**src/rtl/pipe_hazard_sequencer.sv**
```systemverilog
// Pipeline hazard controller: forwarding selects, load-use bubbles, dmem wait freeze,
// and ecall/mret drain + redirect sequencing for the 5-stage core.
//
//   state            | meaning
//   ST_RUN           | normal issue; branch flush / load-use bubble handled in-cycle
//   ST_MEM_WAIT      | data access outstanding, front end and decode frozen
//   ST_TRAP_DRAIN    | flushing front end after ecall/mret seen in EX
//   ST_TRAP_REDIRECT | one-cycle PC redirect to trap vector or mepc
module pipe_hazard_sequencer #(
  parameter int unsigned DRAIN_CYCLES = 2,
  parameter int unsigned MEM_TIMEOUT  = 255,
  parameter int unsigned CNT_W        = 16
) (
  input  logic             clk,
  input  logic             rst,
  input  logic [4:0]       id_rs1,
  input  logic [4:0]       id_rs2,
  input  logic             id_use_rs1,
  input  logic             id_use_rs2,
  input  logic [4:0]       ex_wreg,
  input  logic             ex_regwrite,
  input  logic             ex_is_load,
  input  logic [4:0]       mem_wreg,
  input  logic             mem_regwrite,
  input  logic             ex_branch_taken,
  input  logic             ex_ecall,
  input  logic             ex_mret,
  input  logic             dmem_req,
  input  logic             dmem_ready,
  output logic             stall_if,
  output logic             flush_if,
  output logic             keep_id,
  output logic             nop_id,
  output logic [1:0]       fwd_rs1,
  output logic [1:0]       fwd_rs2,
  output logic             trap_redirect,
  output logic             trap_is_mret,
  output logic             mem_timeout_err,
  output logic [CNT_W-1:0] stall_cnt
);

  typedef enum logic [1:0] {
    ST_RUN,
    ST_MEM_WAIT,
    ST_TRAP_DRAIN,
    ST_TRAP_REDIRECT
  } state_t;

  localparam logic [3:0]  DRAIN_INIT = 4'(DRAIN_CYCLES - 1);
  localparam logic [15:0] WAIT_LIMIT = 16'(MEM_TIMEOUT);

  state_t           r_state, w_state_nxt;
  logic [3:0]       r_drain_cnt, w_drain_nxt;
  logic [15:0]      r_wait_cnt, w_wait_nxt;
  logic             r_is_mret, w_is_mret_nxt;
  logic             r_err, w_err_nxt;
  logic [CNT_W-1:0] r_stall_cnt;

  logic       w_stall, w_flush, w_keep, w_nop, w_redir;
  logic [1:0] w_fwd_rs1, w_fwd_rs2;
  logic       w_load_use, w_mem_stall;

  always_comb begin
    w_fwd_rs1 = 2'b00;
    if (id_use_rs1 && id_rs1 != 5'd0) begin
      if (ex_regwrite && !ex_is_load && ex_wreg == id_rs1)
        w_fwd_rs1 = 2'b01;
      else if (mem_regwrite && mem_wreg == id_rs1)
        w_fwd_rs1 = 2'b10;
    end
  end

  always_comb begin
    w_fwd_rs2 = 2'b00;
    if (id_use_rs2 && id_rs2 != 5'd0) begin
      if (ex_regwrite && !ex_is_load && ex_wreg == id_rs2)
        w_fwd_rs2 = 2'b01;
      else if (mem_regwrite && mem_wreg == id_rs2)
        w_fwd_rs2 = 2'b10;
    end
  end

  assign w_load_use = ex_is_load && ex_regwrite && (ex_wreg != 5'd0) &&
                      ((id_use_rs1 && ex_wreg == id_rs1) ||
                       (id_use_rs2 && ex_wreg == id_rs2));
  assign w_mem_stall = dmem_req && !dmem_ready;

  always_comb begin
    w_state_nxt   = r_state;
    w_drain_nxt   = r_drain_cnt;
    w_wait_nxt    = r_wait_cnt;
    w_is_mret_nxt = r_is_mret;
    w_err_nxt     = r_err;
    w_stall       = 1'b0;
    w_flush       = 1'b0;
    w_keep        = 1'b0;
    w_nop         = 1'b0;
    w_redir       = 1'b0;
    case (r_state)
      ST_RUN: begin
        if (w_mem_stall) begin
          w_stall     = 1'b1;
          w_keep      = 1'b1;
          w_wait_nxt  = 16'd1;
          w_state_nxt = ST_MEM_WAIT;
        end else if (ex_ecall || ex_mret) begin
          w_stall       = 1'b1;
          w_flush       = 1'b1;
          w_nop         = 1'b1;
          w_is_mret_nxt = ex_mret;
          w_drain_nxt   = DRAIN_INIT;
          w_state_nxt   = (DRAIN_CYCLES == 1) ? ST_TRAP_REDIRECT : ST_TRAP_DRAIN;
        end else if (ex_branch_taken) begin
          // the taken branch squashes the ID instruction, so any load-use on it is moot
          w_flush = 1'b1;
          w_nop   = 1'b1;
        end else if (w_load_use) begin
          w_stall = 1'b1;
          w_nop   = 1'b1;
        end
      end
      ST_MEM_WAIT: begin
        if (dmem_ready) begin
          w_state_nxt = ST_RUN;
        end else begin
          w_stall = 1'b1;
          w_keep  = 1'b1;
          if (r_wait_cnt >= WAIT_LIMIT) begin
            w_err_nxt   = 1'b1;
            w_state_nxt = ST_RUN;
          end else begin
            w_wait_nxt = r_wait_cnt + 16'd1;
          end
        end
      end
      ST_TRAP_DRAIN: begin
        w_stall = 1'b1;
        w_flush = 1'b1;
        w_nop   = 1'b1;
        // an outstanding data access stretches the drain instead of freezing it
        if (!w_mem_stall) begin
          if (r_drain_cnt <= 4'd1) begin
            w_drain_nxt = 4'd0;
            w_state_nxt = ST_TRAP_REDIRECT;
          end else begin
            w_drain_nxt = r_drain_cnt - 4'd1;
          end
        end
      end
      ST_TRAP_REDIRECT: begin
        w_redir     = 1'b1;
        w_flush     = 1'b1;
        w_nop       = 1'b1;
        w_state_nxt = ST_RUN;
      end
      default: w_state_nxt = ST_RUN;
    endcase
  end

  always_ff @(posedge clk or negedge rst) begin
    if (!rst) begin
      r_state     <= ST_RUN;
      r_drain_cnt <= 4'd0;
      r_wait_cnt  <= 16'd0;
      r_is_mret   <= 1'b0;
      r_err       <= 1'b0;
      r_stall_cnt <= '0;
    end else begin
      r_state     <= w_state_nxt;
      r_drain_cnt <= w_drain_nxt;
      r_wait_cnt  <= w_wait_nxt;
      r_is_mret   <= w_is_mret_nxt;
      r_err       <= w_err_nxt;
      if (w_stall && r_stall_cnt != {CNT_W{1'b1}})
        r_stall_cnt <= r_stall_cnt + 1'b1;
    end
  end

  // controls are forced quiet while reset is held, whatever the inputs do
  assign stall_if        = rst & w_stall;
  assign flush_if        = rst & w_flush;
  assign keep_id         = rst & w_keep;
  assign nop_id          = rst & w_nop;
  assign trap_redirect   = rst & w_redir;
  assign fwd_rs1         = rst ? w_fwd_rs1 : 2'b00;
  assign fwd_rs2         = rst ? w_fwd_rs2 : 2'b00;
  assign trap_is_mret    = r_is_mret;
  assign mem_timeout_err = r_err;
  assign stall_cnt       = r_stall_cnt;

endmodule

```
**config.mk**
```make
export PLATFORM = sky130hd
export DESIGN_NAME = pipe_hazard_sequencer
export DESIGN_NICKNAME = d
export VERILOG_FILES = /design/src/rtl/pipe_hazard_sequencer.sv
export SDC_FILE = /design/constraint.sdc
export NUM_CORES = 1
export LEC_CHECK = 0
export CAP_MARGIN = 20
export CORE_UTILIZATION = 54
export CTS_CLUSTER_DIAMETER = 150
export DETAILED_ROUTE_END_ITERATION = 10
export PLACE_DENSITY = 0.86
export SLEW_MARGIN = 10
export SYNTH_ARGS = -nofsm -noshare
export SYNTH_HDL_FRONTEND = slang
export SYNTH_SLANG_ARGS = --single-unit
```
**constraint.sdc**
```tcl
create_clock -name clk -period 3.4 [get_ports clk]
set_clock_uncertainty 0.2 [all_clocks]
set_input_delay 0.51 -clock clk [delete_from_list [all_inputs] [get_ports clk]]
set_output_delay 0.51 -clock clk [all_outputs]
set_load 0.01 [all_outputs]
```
**Word level (Yosys, flattened, before mapping)**

Index checks and enable logic that the tools add are counted.

- Bits in read-only memories: 0
- Memories kept: 0
- Output and inout port bits: 27
- Memory bits (writable): 0
- Register bits after elaboration: 40
- Logic and storage cells: 106
- Input bits: 32
- Latch bits: 0

- Order comparisons: 2
- Divide/modulo/power cells: 0
- Reduce and logical (&&, ||, !) cells: 30
- Muxes and demuxes: 41
- Shift operators: 0
- Eq/ne operators: 17
- Multiply operators: 0
- Bitwise operators: 7
- Add/sub/neg operators: 3

Operator list:

| cell | number |
|---|---|
| $mux 16 | 3 |
| $add 16x1->16 const B | 2 |
| $pmux 16 s2 | 1 |
| $mux 2 | 14 |
| $eq 5x5->1 | 4 |
| $ge 16x8->1 const B | 1 |
| $mux 4 | 4 |
| $ne 16x16->1 const B | 1 |
| $reduce_bool 5->1 | 3 |
| $logic_and 1x1->1 | 14 |
| $ne 2x2->1 const B | 7 |
| $mux 1 | 13 |
| $reduce_and 4->1 | 3 |
| $pmux 2 s4 | 1 |
| $pmux 4 s2 | 1 |
| $ne 3x3->1 const B | 2 |
| $pmux 1 s2 | 3 |
| $reduce_and 3->1 | 2 |
| $and 1x1->1 | 5 |
| $eq 2x2->1 const B | 2 |
| $le 4x1->1 const B | 1 |
| $reduce_bool 2->1 | 2 |
| $sub 4x1->4 const B | 1 |
| $pmux 1 s3 | 1 |
| other kinds (6) | 9 |

**Depth between registers and ports, before layout**

Gate-level depths: netlist (run 1).

- Word-level depth: 10
- Depth in mapped cells: 8
- Gate-level depth less buffers: 7

**Least setup slack after synthesis (run 1)**

OpenSTA, ideal clock, no wires.

- Kind: input -> output
- From: input port ex_wreg[0]
- To: output port stall_if
- Buffers on the path: 0
- Setup slack: 1.133 ns
- Arrival time: 1.557 ns
- Cell stages on the path: 5
- Required time: 2.690 ns
- Cell sequence: or3_1 > o311a_1 > o21ai_0 > o31ai_1 > and2_1

- Cells in the longest elaborated chain, start to end: 10
- Elaborated cells between the ends (all ways): 14
- Classes of those cells: eq/ne (2); mux (5); bitwise (1); reduce/logical (6)

RTL lines:

| item | line | source |
|---|---|---|
| from (decl) | 20 | `input logic [4:0] ex_wreg,` |
| $eq 5x5->1 (on tied branches) | 84, 85 |  |
| $logic_and 1x1->1 (on tied branches) | 84, 85 |  |
| $logic_or 1x1->1 | 84 | `((id_use_rs1 && ex_wreg == id_rs1) \|\|` |
| $logic_and 1x1->1 (*) | 83 | `assign w_load_use = ex_is_load && ex_regwrite && (ex_wreg != 5'd0) &&` |
| $mux 1 (*) | 117 | `end else if (w_load_use) begin` |
| $mux 1 (*) | 113 | `end else if (ex_branch_taken) begin` |
| $mux 1 (*) | 106 | `end else if (ex_ecall \|\| ex_mret) begin` |
| $mux 1 (*) | 101 | `if (w_mem_stall) begin` |
| $pmux 1 s3 (*) | 99 | `case (r_state)` |
| $and 1x1->1 (*) | 180 | `assign stall_if = rst & w_stall;` |
| to (decl) | 30 | `output logic stall_if,` |

Every way passes the cells marked *; elsewhere a longest branch is shown, timed or not.

**Worst setup path after layout (run 1)**

- From: input port ex_wreg[1]
- To: output port stall_if

The elaborated chain is that of the path after synthesis.

==> out/results.txt, run 1 <==
Status: complete, no violations
Crit path from: ex_wreg[1]
DP Area: 3090 um2
Setup tns final: 0 ns
Placed instance count: 368
VDD IR max: 0.000360 V
Dominant cell type by area after synthesis: dfrtp_1
Final Slew Violations: 0
Final period utilization: 0.974
YS warnings: 0
Slew HR: 0.562
Clk buf depth: 2
Synth Register Bits: 40
Clock latency on the worst-skew pair: 0.29 ns
Register area share after synthesis: 0.410
R2R Setup Slk: 0.96 ns
Critical Path RT: 2.69 ns
First-pass GRT wire length: 9.29 mm
Layout cells sized above 1: 0.0805
DR iter-0 viols: 91
Die area: 4790 um2
Post-layout instance area: 3190 um2
GR Util met1: 0.329
Core area: 4350 um2
Final core occ: 0.732
Async SR Flop Fraction: 1.00
CP Capture Type: primary output
Synth top cells by count: 40 x dfrtp_1, 36 x nor2_1, 27 x xor2_1, 20 x nand2_1, 15 x xnor2_1
Yosys cell types: 47
Worst-path fanout max: 3
GRT overflow: 0
Total GRT Usage: 0.239
Boundary Pins: 59
Num rows: 24
Setup CP Type: input pin to primary output
Vias post-DR: 2,137
Power density cells: 513 nW/um2
Root Driver: clkbuf_8
Non-Filler Instances: 375
Post-synth EDFFs: 0
Syn Area/Cell: 9.43 um2
Worst Hold Class: flip-flop to flip-flop
Clock H-tree levels: 2
Most common cell in the synthesized netlist: dfrtp_1
Gpl congestion: 0.863
DR pass1 iterations: 4
Tmin final: 3.31 ns
ANT nets after route: 0
CP bufs+invs: 2
Initial antenna violation count: 0
CTS Buf Count: 5
RR Endpoint: stall_cnt[1]
Final Setup Violations: 0
Met3 Usage GRT: 0.0494
Worst r2r src: stall_cnt[7]
Seq. cell area: 1000 um2
Syn Nets: 295
FILL cells: 341
CP Depth: 7
Static Leakage: 1.34 nW
Synth top area cells: dfrtp_1 41%, xor2_1 9.7%, nor2_1 5.5%
PortBufs: 58
Wirelength per Cell: 14.6 um
CP Data Arrival Time: 2.60 ns
Worst Setup Slack, final: 0.0890 ns
Residual DRC: 0
WHS: 0.265 ns
Cell Area, Synth: 2440 um2
GRT Max-Usage Layer: met2
Area Overhead vs Synth: 30.5%
Setup crit start kind: input pin
Area occupied by multi-input gates: 1400 um2
Predominant post-synthesis flop cell: dfrtp_1
Fin nets: 361
Crit path top cell by count: clkdlybuf4s50_1
Slowest cell delay on critical path: 0.50 ns
Vias per cell: 5.70
Worst slack, placed: 0.0165 ns
Antenna Cells: 0
Detailed placement HPWL: 4.11 mm
Crit path to: stall_if
Worst-margin pin slew: 0.657 ns
Die height: 69.2 um
Clk slew on worst S/H paths: 0.07 ns
Maxcap violations: 0
Critical-path top delay cell: clkdlybuf4s50_1
Largest net degree at the start of global routing: 21
Synth top area share: 0.410
Overall Power: 1.64 mW
FMAX: 0.302 GHz
CTS tree: yes
Clock sink total: 40
Crit path max-delay family: buffers and inverters
Final Hold Vio Count: 0
Met2 Use GR: 0.379
Vias in the first global route: 2,091
Die width: 69.2 um
Critical-path cell list: clkdlybuf4s50_1 > or3_1 > o311a_1 > o21ai_1 > o31ai_1 > and2_1 > clkdlybuf4s50_1
Initial Util: 0.561
WL final: 5.48 mm
Syn Inst Count: 259
R2R depth: 6
[power breakdown]
part / switching (mW) / internal (mW) / total [mW]
combinational: 0.303 / 0.325 / 0.628
sequential: 0.150 / 0.578 / 0.728
clock: 0.148 / 0.132 / 0.280
total: 0.600 / 1.04 / 1.64
[logic make-up (layout without fill, tap and decap cells)]
family                     after synthesis  after routing  synth area share
AOI/OAI and AO/OA                       45             45             0.146
xor gates and xnor gates                42             42             0.151
adders and majority gates                4              4            0.0205
buffers and inverters                   13             77            0.0236
DFF                                     40             40             0.410
muxes                                    2              2           0.00871
and+or+nand+nor                        113            113             0.240
[layout make-up]
type,count,area share
multi-input combinational,206,0.438
sequential,40,0.314
timing repair buffer,65,0.198
clock buffer,5,0.0216
tap,52,0.0204
inverter,7,0.00824
[cell usage in the layout (no fill, tap or decap), types with 3 or more instances in the layout]
| cell | netlist | final |
|---|---|---|
| nand3_1 | 14 | 14 |
| nand4_1 | 5 | 5 |
| nor2b_1 | 8 | 8 |
| xnor2_1 | 15 | 14 |
| inv_1 | 7 | 7 |
| a21oi_1 | 7 | 7 |
| nor4_1 | 6 | 6 |
| nand2_1 | 20 | 20 |
| nand2b_1 | 5 | 5 |
| o21ai_0 | 10 | 9 |
| xor2_1 | 27 | 27 |
| or4_1 | 3 | 3 |
| nor3_1 | 4 | 4 |
| ha_1 | 4 | 4 |
| clkdlybuf4s50_1 | 0 | 57 |
| nor2_1 | 36 | 34 |
| and3_1 | 3 | 3 |
| a211oi_1 | 8 | 8 |
| a21boi_1 | 3 | 3 |
| buf_4 | 2 | 6 |
| dfrtp_1 | 40 | 40 |
| clkbuf_8 | 0 | 5 |
[worst min-delay path by stage]
stage / to / startpoint / cells after the start
2_1_floorplan: mem_timeout_err / rst / 0
3_3_place_gp: mem_timeout_err / mem_timeout_err / 1
3_5_place_dp: mem_timeout_err / rst / 1
4_1_cts: mem_timeout_err / mem_timeout_err / 1
5_1_grt: mem_timeout_err / mem_timeout_err / 1
6_report: mem_timeout_err / mem_timeout_err / 1
[repair_timing]
item                                   CTS  global route
hold buffers                             1             0
gates resized for setup                  0             4
buffers inserted                         0             1
endpoints found under the hold margin   11             0
setup endpoints to repair                0             1
[flip-flops by register name, indices dropped and copies added (netlist names)]
register / flops
r_wait_cnt: 16
mem_timeout_err: 1
trap_is_mret: 1
r_drain_cnt: 4
r_state: 2
stall_cnt: 16
[routing by layer]
metal	share of wire	wire (um)
met3	0.051	278
met5	0	0
met2	0.47	2580
met1	0.46	2540
met4	0.014	76
[worst reg2reg max path, cell delays in order (launching register included)]
cell	delay (ns)
dfrtp_1	0.44
nand4_2	0.19
nor4_1	0.52
nand2_1	0.17
o2111ai_2	0.27
nand2_1	0.19
mux2_1	0.34
Power figures use the tool's default switching activity.
==> run 2, diff against run 1 <==
--- a/config.mk
+++ b/config.mk
@@ -9,7 +9,7 @@
 export CORE_UTILIZATION = 54
 export CTS_CLUSTER_DIAMETER = 150
 export DETAILED_ROUTE_END_ITERATION = 10
-export PLACE_DENSITY = 0.86
+export PLACE_DENSITY = 0.95
 export SLEW_MARGIN = 10
 export SYNTH_ARGS = -nofsm -noshare
 export SYNTH_HDL_FRONTEND = slang
==> out/results.txt, run 2 (synthesis gave the netlist of run 1 again) <==
Status: complete, no violations
Initial Util: 0.561
Final period utilization: 0.976
Clock latency on the worst-skew pair: 0.30 ns
Vias per cell: 5.65
Final Setup Violations: 0
CTS tree: yes
Clock H-tree levels: 2
Num rows: 24
ANT nets after route: 0
Vias in the first global route: 2,076
Detailed placement HPWL: 4.26 mm
FILL cells: 297
DR iter-0 viols: 136
Layout cells sized above 1: 0.0800
Hold Path Depth: 1
Fin nets: 360
Final Slew Violations: 0
Setup Fix Bufs, Post-CTS: 0
DR pass1 iterations: 4
Final Hold Vio Count: 0
VDD IR max: 0.000516 V
Root Driver: clkbuf_8
FMAX: 0.301 GHz
Clock sink total: 40
Clk buf depth: 2
Commonest cells after routing, fill and taps aside: 56 x clkdlybuf4s50_1, 40 x dfrtp_1, 35 x nor2_1
Power density cells: 528 nW/um2
Total GRT Usage: 0.243
RSZ-0062 raised after global routing: false
Largest net degree at the start of global routing: 21
Vias post-DR: 2,131
CTS Buf Count: 5
CP Data Arrival Time: 2.61 ns
Commonest non-fill, non-tap cell in the layout: clkdlybuf4s50_1
Worst Hold Class: flip-flop to flip-flop
Maxcap violations: 0
Clk slew on worst S/H paths: 0.08 ns
Antenna Cells: 0
First-pass GRT wire length: 9.33 mm
CP Capture Type: primary output
Overall Power: 1.69 mW
Die height: 69.2 um
WL final: 5.58 mm
Worst-path fanout max: 3
Die width: 69.2 um
Critical Path RT: 2.69 ns
Area Overhead vs Synth: 30.9%
Setup CP Type: input pin to primary output
Initial antenna violation count: 0
Worst-margin pin slew: 0.665 ns
Slew HR: 0.557
Setup crit start kind: input pin
Area occupied by multi-input gates: 1390 um2
Residual DRC: 0
PortBufs: 58
Static Leakage: 1.35 nW
Seq. cell area: 1000 um2
R2R depth: 7
Gpl congestion: 0.867
Die area: 4790 um2
Setup tns final: 0 ns
Boundary Pins: 59
Tmin final: 3.32 ns
Core area: 4350 um2
Wirelength per Cell: 14.8 um
GRT overflow: 0
run 2: area by class of cell:
class                           count  area share
Clock buffer                        5      0.0215
Timing Repair Buffer               64       0.196
Clock inverter                      3     0.00744
Tap cell                           52      0.0204
Sequential cell                    40       0.313
Multi-Input combinational cell    206       0.433
Inverter                            7     0.00822
run 2: timing repair:
action,4_1_cts,5_1_grt
setup endpoints to repair,0,1
hold endpoints to repair,9,0
resized for setup,0,2
hold buffers,1,0
run 2: critical path, stage by stage:
cell and delay, ns:
clkdlybuf4s50_1 0.54, xnor2_1 0.16, nand3_1 0.18, nor2_2 0.18, o21ai_0 0.16, o31ai_1 0.20, and2_1 0.15, clkdlybuf4s50_1 0.52
run 2: per-stage QoR:
| step | instance area (um2) | hold WS, ns | std cells | setup WS (ns) | utilization |
|---|---|---|---|---|---|
| 2_1_floorplan | 2440 | 0.0144 | 259 | 1.13 | - |
| 5_1_grt | 3200 | 0.315 | 377 | 0.000453 | 0.734 |
| 3_3_place_gp | 3090 | 0.235 | 368 | 0.137 | 0.709 |
| 3_5_place_dp | 3090 | 0.236 | 368 | 0.0890 | 0.709 |
| 6_report | 3200 | 0.296 | 377 | 0.0815 | 0.734 |
| 4_1_cts | 3190 | 0.299 | 377 | 0.0842 | 0.733 |
run 2: worst paths after layout:
kind                         startpoint             end  slack, ns
setup / recovery              id_rs1[2]        stall_if       0.08
hold / removal             stall_cnt[4]    stall_cnt[4]       0.30
setup reg to reg           stall_cnt[0]    stall_cnt[1]       0.88
hold reg to reg            stall_cnt[4]    stall_cnt[4]       0.30
max in group asynchronous           rst   r_wait_cnt[6]       1.98
min in group asynchronous           rst  r_drain_cnt[1]       0.44
run 2: power breakdown:
group	leakage (nW)	internal (mW)	switching [mW]
clock	0.0404	0.145	0.173
combinational	0.793	0.329	0.334
sequential	0.512	0.578	0.127
run 2: layer usage:
metal | vias to the layer above | GRT usage | routed length (um)
met5 | - | 0 | 0
met4 | 0 | 0.104 | 97
met3 | 8 | 0.0538 | 262
met2 | 62 | 0.408 | 2730
met1 | 1021 | 0.302 | 2490
li1 | 1040 | - | -
